File: config.mk
export PLATFORM = sky130hd
export DESIGN_NAME = ahbl_sram_slave_flat
export DESIGN_NICKNAME = d
export VERILOG_FILES = /design/src/rtl/ahbl_pkg.sv /design/src/rtl/ahbl_sram_slave_if.sv /design/src/rtl/ahbl_strb_gen.sv /design/src/rtl/ahbl_sram_slave.sv /design/src/flat_wrapper.sv
export SDC_FILE = /design/constraint.sdc
export NUM_CORES = 1
export LEC_CHECK = 0
export ABC_CLOCK_PERIOD_IN_PS = 1700
export CORE_MARGIN = 2
export CORE_UTILIZATION = 29
export DETAILED_ROUTE_END_ITERATION = 8
export GPL_TIMING_DRIVEN = 0
export PLACE_DENSITY = 0.77
export REMOVE_ABC_BUFFERS = 1
export SETUP_SLACK_MARGIN = 0.1
export SYNTH_ARGS = -nofsm -noshare
export SYNTH_HDL_FRONTEND = slang
export SYNTH_SLANG_ARGS = --single-unit
File: constraint.sdc
create_clock -name hclk -period 1.7 [get_ports hclk]
set_input_delay 0.425 -clock hclk [delete_from_list [all_inputs] [get_ports hclk]]
set_output_delay 0.425 -clock hclk [all_outputs]
set_load 0.02 [all_outputs]
File: src/rtl/ahbl_pkg.sv
// Shared AHB-Lite encodings and the SRAM slave FSM state type.
package ahbl_pkg;

  localparam logic [1:0] HTRANS_IDLE   = 2'b00;
  localparam logic [1:0] HTRANS_BUSY   = 2'b01;
  localparam logic [1:0] HTRANS_NONSEQ = 2'b10;
  localparam logic [1:0] HTRANS_SEQ    = 2'b11;

  localparam logic [2:0] HSIZE_BYTE = 3'd0;
  localparam logic [2:0] HSIZE_HALF = 3'd1;
  localparam logic [2:0] HSIZE_WORD = 3'd2;

  localparam logic HRESP_OKAY  = 1'b0;
  localparam logic HRESP_ERROR = 1'b1;

  typedef enum logic [2:0] {
    ST_IDLE,
    ST_WR,
    ST_RD,
    ST_RDW,
    ST_ERR1,
    ST_ERR2
  } state_t;

endpackage

File: src/rtl/ahbl_sram_slave_if.sv
// AHB-Lite bus signals seen by a single slave, with master and slave views.
interface ahbl_sram_slave_if;

  logic        hsel;
  logic [31:0] haddr;
  logic        hwrite;
  logic [2:0]  hsize;
  logic [2:0]  hburst;
  logic [3:0]  hprot;
  logic [1:0]  htrans;
  logic        hmastrlock;
  logic [31:0] hwdata;
  logic        hready;
  logic        hresp;
  logic [31:0] hrdata;

  modport slave (
    input  hsel, haddr, hwrite, hsize, hburst, hprot, htrans, hmastrlock, hwdata,
    output hready, hresp, hrdata
  );

  modport master (
    output hsel, haddr, hwrite, hsize, hburst, hprot, htrans, hmastrlock, hwdata,
    input  hready, hresp, hrdata
  );

endinterface

File: src/rtl/ahbl_strb_gen.sv
// Byte-lane strobe and size/alignment error decode for one AHB-Lite transfer.
module ahbl_strb_gen
  import ahbl_pkg::*;
(
  input  logic [2:0] hsize,
  input  logic [1:0] addr_lo,
  output logic [3:0] strb,
  output logic       err
);

  // Sizes wider than a word are illegal on this 32-bit slave.
  always_comb begin
    strb = 4'b0000;
    err  = 1'b0;
    case (hsize)
      HSIZE_BYTE: strb = 4'b0001 << addr_lo;
      HSIZE_HALF: begin
        strb = 4'b0011 << {addr_lo[1], 1'b0};
        err  = addr_lo[0];
      end
      HSIZE_WORD: begin
        strb = 4'b1111;
        err  = (addr_lo != 2'b00);
      end
      default: err = 1'b1;
    endcase
  end

endmodule

File: src/rtl/ahbl_sram_slave.sv
// AHB-Lite slave front end for a single-port synchronous SRAM with
// programmable data-phase wait states and two-cycle ERROR responses.
module ahbl_sram_slave
  import ahbl_pkg::*;
#(
  parameter int ADDR_WIDTH  = 12,
  parameter int WAIT_STATES = 0
) (
  input  logic                  hclk,
  input  logic                  hreset,
  ahbl_sram_slave_if.slave      bus,
  output logic                  mem_en,
  output logic                  mem_we,
  output logic [ADDR_WIDTH-3:0] mem_addr,
  output logic [3:0]            mem_wstrb,
  output logic [31:0]           mem_wdata,
  input  logic [31:0]           mem_rdata
);

  localparam logic [1:0] WS = 2'(WAIT_STATES);

  state_t                state, state_next;
  logic [1:0]            cnt, cnt_next;
  logic [ADDR_WIDTH-3:0] addr_q;
  logic [3:0]            wstrb_q;
  logic [31:0]           rdata_q;
  logic [3:0]            strb;
  logic                  align_err;
  logic                  ready_int, accept, first;
  logic                  en_int, we_int, resp_int, capture;
  logic                  unused_bits;

  ahbl_strb_gen u_strb_gen (
    .hsize   (bus.hsize),
    .addr_lo (bus.haddr[1:0]),
    .strb    (strb),
    .err     (align_err)
  );

  assign unused_bits = &{1'b0, bus.hburst, bus.hprot, bus.hmastrlock,
                         bus.htrans[0], bus.haddr[31:ADDR_WIDTH]};

  assign ready_int = (state == ST_RD || state == ST_ERR1) ? 1'b0 :
                     (state == ST_WR || state == ST_RDW)  ? (cnt == 2'd0) : 1'b1;
  assign accept    = bus.hsel & bus.htrans[1] & ready_int;
  // The counter only falls inside a state, so it still equals WS on entry.
  assign first     = (cnt == WS);

  always_comb begin
    state_next = state;
    cnt_next   = cnt;
    en_int     = 1'b0;
    we_int     = 1'b0;
    resp_int   = HRESP_OKAY;
    capture    = 1'b0;
    case (state)
      ST_WR: begin
        en_int = first;
        we_int = first;
      end
      ST_RD: begin
        en_int     = 1'b1;
        state_next = ST_RDW;
      end
      ST_RDW:  capture = first;
      ST_ERR1: begin
        resp_int   = HRESP_ERROR;
        state_next = ST_ERR2;
      end
      ST_ERR2: resp_int = HRESP_ERROR;
      default: ;
    endcase
    if ((state == ST_WR || state == ST_RDW) && cnt != 2'd0)
      cnt_next = cnt - 2'd1;
    // Any cycle that completes a transfer doubles as the next address phase.
    if (ready_int) begin
      state_next = ST_IDLE;
      if (accept) begin
        cnt_next = WS;
        if (align_err)       state_next = ST_ERR1;
        else if (bus.hwrite) state_next = ST_WR;
        else                 state_next = ST_RD;
      end
    end
  end

  always_ff @(posedge hclk) begin
    if (hreset) begin
      state   <= ST_IDLE;
      cnt     <= 2'd0;
      addr_q  <= '0;
      wstrb_q <= 4'b0000;
      rdata_q <= 32'h0;
    end else begin
      state <= state_next;
      cnt   <= cnt_next;
      if (capture) rdata_q <= mem_rdata;
      if (accept) begin
        addr_q  <= bus.haddr[ADDR_WIDTH-1:2];
        wstrb_q <= strb;
      end
    end
  end

  // Outputs are forced quiet while reset is held, even before the FSM clears.
  assign mem_en     = ~hreset & en_int;
  assign mem_we     = ~hreset & we_int;
  assign mem_wstrb  = (mem_en & mem_we) ? wstrb_q : 4'b0000;
  assign mem_addr   = addr_q;
  assign mem_wdata  = bus.hwdata;
  assign bus.hready = hreset | ready_int;
  assign bus.hresp  = ~hreset & resp_int;
  assign bus.hrdata = hreset ? 32'h0 : (capture ? mem_rdata : rdata_q);

endmodule

File: src/flat_wrapper.sv
// flat-port wrapper written by rule: the top's interface ports become plain ports
module ahbl_sram_slave_flat import ahbl_pkg::*;
#(
  parameter int ADDR_WIDTH  = 12,
  parameter int WAIT_STATES = 0
)
  (hclk, hreset, mem_en, mem_we, mem_addr, mem_wstrb, mem_wdata, mem_rdata, bus_hsel, bus_haddr, bus_hwrite, bus_hsize, bus_hburst, bus_hprot, bus_htrans, bus_hmastrlock, bus_hwdata, bus_hready, bus_hresp, bus_hrdata);
  ahbl_sram_slave_if bus_i ();
  input  logic hclk;
  input  logic hreset;
  output logic mem_en;
  output logic mem_we;
  output logic [ADDR_WIDTH-3:0] mem_addr;
  output logic [3:0] mem_wstrb;
  output logic [31:0] mem_wdata;
  input  logic [31:0] mem_rdata;
  input wire logic [$bits(bus_i.hsel)-1:0] bus_hsel;
  input wire logic [$bits(bus_i.haddr)-1:0] bus_haddr;
  input wire logic [$bits(bus_i.hwrite)-1:0] bus_hwrite;
  input wire logic [$bits(bus_i.hsize)-1:0] bus_hsize;
  input wire logic [$bits(bus_i.hburst)-1:0] bus_hburst;
  input wire logic [$bits(bus_i.hprot)-1:0] bus_hprot;
  input wire logic [$bits(bus_i.htrans)-1:0] bus_htrans;
  input wire logic [$bits(bus_i.hmastrlock)-1:0] bus_hmastrlock;
  input wire logic [$bits(bus_i.hwdata)-1:0] bus_hwdata;
  output wire logic [$bits(bus_i.hready)-1:0] bus_hready;
  output wire logic [$bits(bus_i.hresp)-1:0] bus_hresp;
  output wire logic [$bits(bus_i.hrdata)-1:0] bus_hrdata;
  assign bus_i.hsel = bus_hsel;
  assign bus_i.haddr = bus_haddr;
  assign bus_i.hwrite = bus_hwrite;
  assign bus_i.hsize = bus_hsize;
  assign bus_i.hburst = bus_hburst;
  assign bus_i.hprot = bus_hprot;
  assign bus_i.htrans = bus_htrans;
  assign bus_i.hmastrlock = bus_hmastrlock;
  assign bus_i.hwdata = bus_hwdata;
  assign bus_hready = bus_i.hready;
  assign bus_hresp = bus_i.hresp;
  assign bus_hrdata = bus_i.hrdata;
  ahbl_sram_slave #(.ADDR_WIDTH(ADDR_WIDTH), .WAIT_STATES(WAIT_STATES)) u_core (.hclk(hclk), .hreset(hreset), .bus(bus_i), .mem_en(mem_en), .mem_we(mem_we), .mem_addr(mem_addr), .mem_wstrb(mem_wstrb), .mem_wdata(mem_wdata), .mem_rdata(mem_rdata));
endmodule
==> key figures <==
Route
  • Final ANT Viol Nets: 0
  • DRT iter0 DRCs: 50
  • Detailed Routing Iterations Pass 1: 5
  • # DRC: 0
  • Metal3 WL: 1.09 mm
  • Via count: 2,447
  • Met1 wire length: 3.64 mm
  • Wirelength per Cell: 18.6 um
  • Via density: 4.95
  • DR top layer: met5
  • DR WL met2: 4.26 mm
  • Routed WL: 9.20 mm

Die
  • Die H: 92.6 um
  • Initial Util: 29.7%
  • Die Wd: 92.6 um
  • Die area: 8570 um^2
  • Row Count: 32
  • Core area: 7650 um^2
  • I/O Pins: 195

Timing
  • Final hold violation count: 0
  • Final setup skew: 8.33 ps
  • Least-Margin Pin Slew: 407 ps
  • Final Setup Violations: 57
  • Fin crit period: 2140 ps
  • Max Slew Vio Count: 0
  • Setup TNS: -18,830 ps
  • RSZ-0062 raised after global routing: true
  • Crit share post-route: 126%
  • Post-route setup slack: -444 ps
  • Max Freq: 0.466 GHz
  • Slew margin rel.: 72.9%

Placed design
  • Post-placement cell count: 440
  • Placed cell areas: 3110 um^2
  • Post-DP HPWL: 4.81 mm
  • Port bufs: 101
  • Pre-CTS setup slack: -1500 ps
  • Routability cong.: 0.742

Power and ir drop
  • VDD IR max: 454 uV
  • Power, Total: 2.86 mW
  • Cell area power density: 687 nW/um^2
  • P_leak: 1.58 nW

Worst setup path
  • Reg-to-Reg Start: u_core.cnt[1]$_SDFF_PP0_
  • CP max stage delay: 380 ps
  • Reg-to-reg endpoint: u_core.mem_addr[9]$_SDFFE_PP0P_
  • Worst path arrival time: 1720 ps
  • Worst reg2reg path depth: 10
  • Most frequent CP cell: buf_4
  • Worst-path cell chain: and2b_4, buf_4, nand3_4, nand2_2, a21oi_1, buf_4
  • Largest fanout on the critical path: 8
  • R2r setup slk: -220 ps
  • Critical path type: register to primary output
  • Slowest cell on the critical path: dfxtp_4
  • Setup crit end kind: primary output
  • CP Launch Type: register
  • Req. time, crit path: 1270 ps

Cells and area
  • Non-Filler Instances: 494
  • Share of cells above drive strength 1: 50.5%
  • Final nets: 505
  • Post-Layout Inst Area: 4160 um^2
  • # diodes: 0
  • Area grow syn2layout: 82.8%
  • Most frequent cells in the layout: clkdlybuf4s50_1 (50), dfxtp_1 (46), buf_4 (42), nand2_1 (38), nand2_2 (38)
  • FF/Latch Area: 1030 um^2
  • Most common cell after layout, fill and taps aside: clkdlybuf4s50_1
  • Multi-input gate area: 1400 um^2
  • Fillers: 669

Global routing
  • Initial antenna violation count: 0
  • First-pass GRT wire length: 12.2 mm
  • Vias in the first global route: 2,283
  • Largest net degree at the start of global routing: 33
  • GR Overflow Total: 0
  • All-layer global routing usage: 18.5%

Yosys
  • Post-Syn Instances: 285
  • Synthesis warning total: 0
  • Syn Std Cell Area: 2270 um^2
  • Post-synthesis register bit count: 51
  • Seq/Total Area, Yosys: 44.9%
  • Synthesized area per cell: 7.98 um^2
  • Number of distinct library cells after synthesis: 35

Clocking
  • Clk Latency, worst-skew pair: 300 ps
  • CTS tree: yes
  • CTS root buffer: clkbuf_8
  • CTS Buf Count: 5
  • Clk buf depth: 2
  • Reg clk slew, reported paths: 90 ps
  • H-tree levels: 2
  • CTS Hold Bufs: 0
  • Sink Count: 51

Run status
  • Failing checks: setup timing
  • Outcome: finished, violations left

Run
  • Maxcap violations: 0

Min path
  • Hold_sp: u_core.mem_addr[2]$_SDFFE_PP0P_
  • Worst hold-check path type: register to register
  • Hold-critical path depth: 2
  • Hold Path Sink: u_core.mem_addr[2]$_SDFFE_PP0P_
## synthesized netlist by cell type
master     instances  area share [%]
nor2b_1            2            0.55
buf_2              5             1.1
nand2_1           85              14
nand3_1            3            0.66
and3_1             1            0.28
inv_1              4            0.66
nand2b_1           1            0.28
dfxtp_1           51              45
nor3_1             5             1.1
ha_1               1            0.55
o21bai_1           1            0.33
and2b_1            1            0.33
nor2_1             5            0.83
o2111ai_4          1             1.2
o21ba_2            1            0.44
nand3b_1           4             1.3
and2_1             4             1.1
buf_6              1            0.50
xnor2_1            1            0.39
a221oi_2           1            0.66
buf_4             33              11
clkbuf_1          10             1.7
xnor2_2            1            0.72
or3b_4             1            0.50
a21boi_0           1            0.33
a22oi_1            1            0.33
a211o_1            1            0.39
o21ai_0            9             2.0
or3_1              1            0.28
o2111a_1           1            0.50
a2111oi_2          1            0.66
nor3b_1            1            0.33
o21a_1             1            0.33
a211oi_1           1            0.33
a21oi_1           44             9.7
## power breakdown
group | total [mW] | switching [mW] | internal [mW]
Combinational | 0.596 | 0.277 | 0.319
Clock | 0.997 | 0.408 | 0.589
Sequential | 1.27 | 0.0371 | 1.23
## per-layer routing
metal,vias to the layer above,track usage (%)
li1,1129,-
met1,1153,22.5
met2,146,29.0
met3,17,10.4
met4,2,2.24
met5,-,3.85
## logic make-up (layout without fill, tap and decap cells)
family          count (synthesis)  in the layout  synth area share [%]
flops                          51             51                  44.9
buf+inv                        53            154                  14.8
simple gates                  114            120                  21.6
xor+xnor                        2              2                  1.10
fa+ha+maj                       1              1                 0.550
compound gates                 64             64                  17.1
## layout make-up
cell class	instances	area share, %
clock buffer	6	1.74
inverter	4	0.361
sequential	51	24.9
timing repair buffer	142	34.9
clock inverter	2	1.44
multi-input combinational	187	33.6
tap	102	3.07
## through the flow
step                      util (%)  hold WS [ps]
after floorplan                  -           449
after CTS                     48.9           458
after detailed placement      40.6           449
after global routing          54.4           477
after global placement        40.4           442
final                         54.4           458
## worst max-delay path, delay by kind of cell (launching register included)
| kind | cells | cell delay (ps) |
|---|---|---|
| AOI/OAI and AO/OA | 1 | 250 |
| and+or+nand+nor | 3 | 450 |
| buffers and inverters | 2 | 340 |
| DFF | 1 | 380 |
## worst max-delay path by stage
stage,startpoint,endpoint,cells past startpoint,slack [ps]
6_report,u_core.state[0]$_SDFFE_PP0P_,bus_hrdata[24],6,-440
5_1_grt,u_core.state[0]$_SDFFE_PP0P_,bus_hrdata[24],6,-530
4_1_cts,u_core.cnt[1]$_SDFF_PP0_,bus_hready,7,-430
3_5_place_dp,u_core.state[0]$_SDFFE_PP0P_,bus_hrdata[4],5,-1500
3_3_place_gp,hreset,mem_wstrb[3],4,-2480
2_1_floorplan,u_core.state[0]$_SDFFE_PP0P_,bus_hrdata[0],4,-520
## repair_timing
item	4_1_cts	5_1_grt
resized for setup	309	61
pin swaps	36	41
hold endpoints to repair	0	0
cloned	5	4
setup endpoints to repair	100	58
setup buffers	24	14
## sequential cells by signal, indices dropped and copies added (netlist names)
register and count:
u_core.cnt 2, u_core.wstrb_q 4, u_core.state 3, u_core.rdata_q 32, u_core.mem_addr 10
No activity file was read; power rests on OpenSTA's default activity.
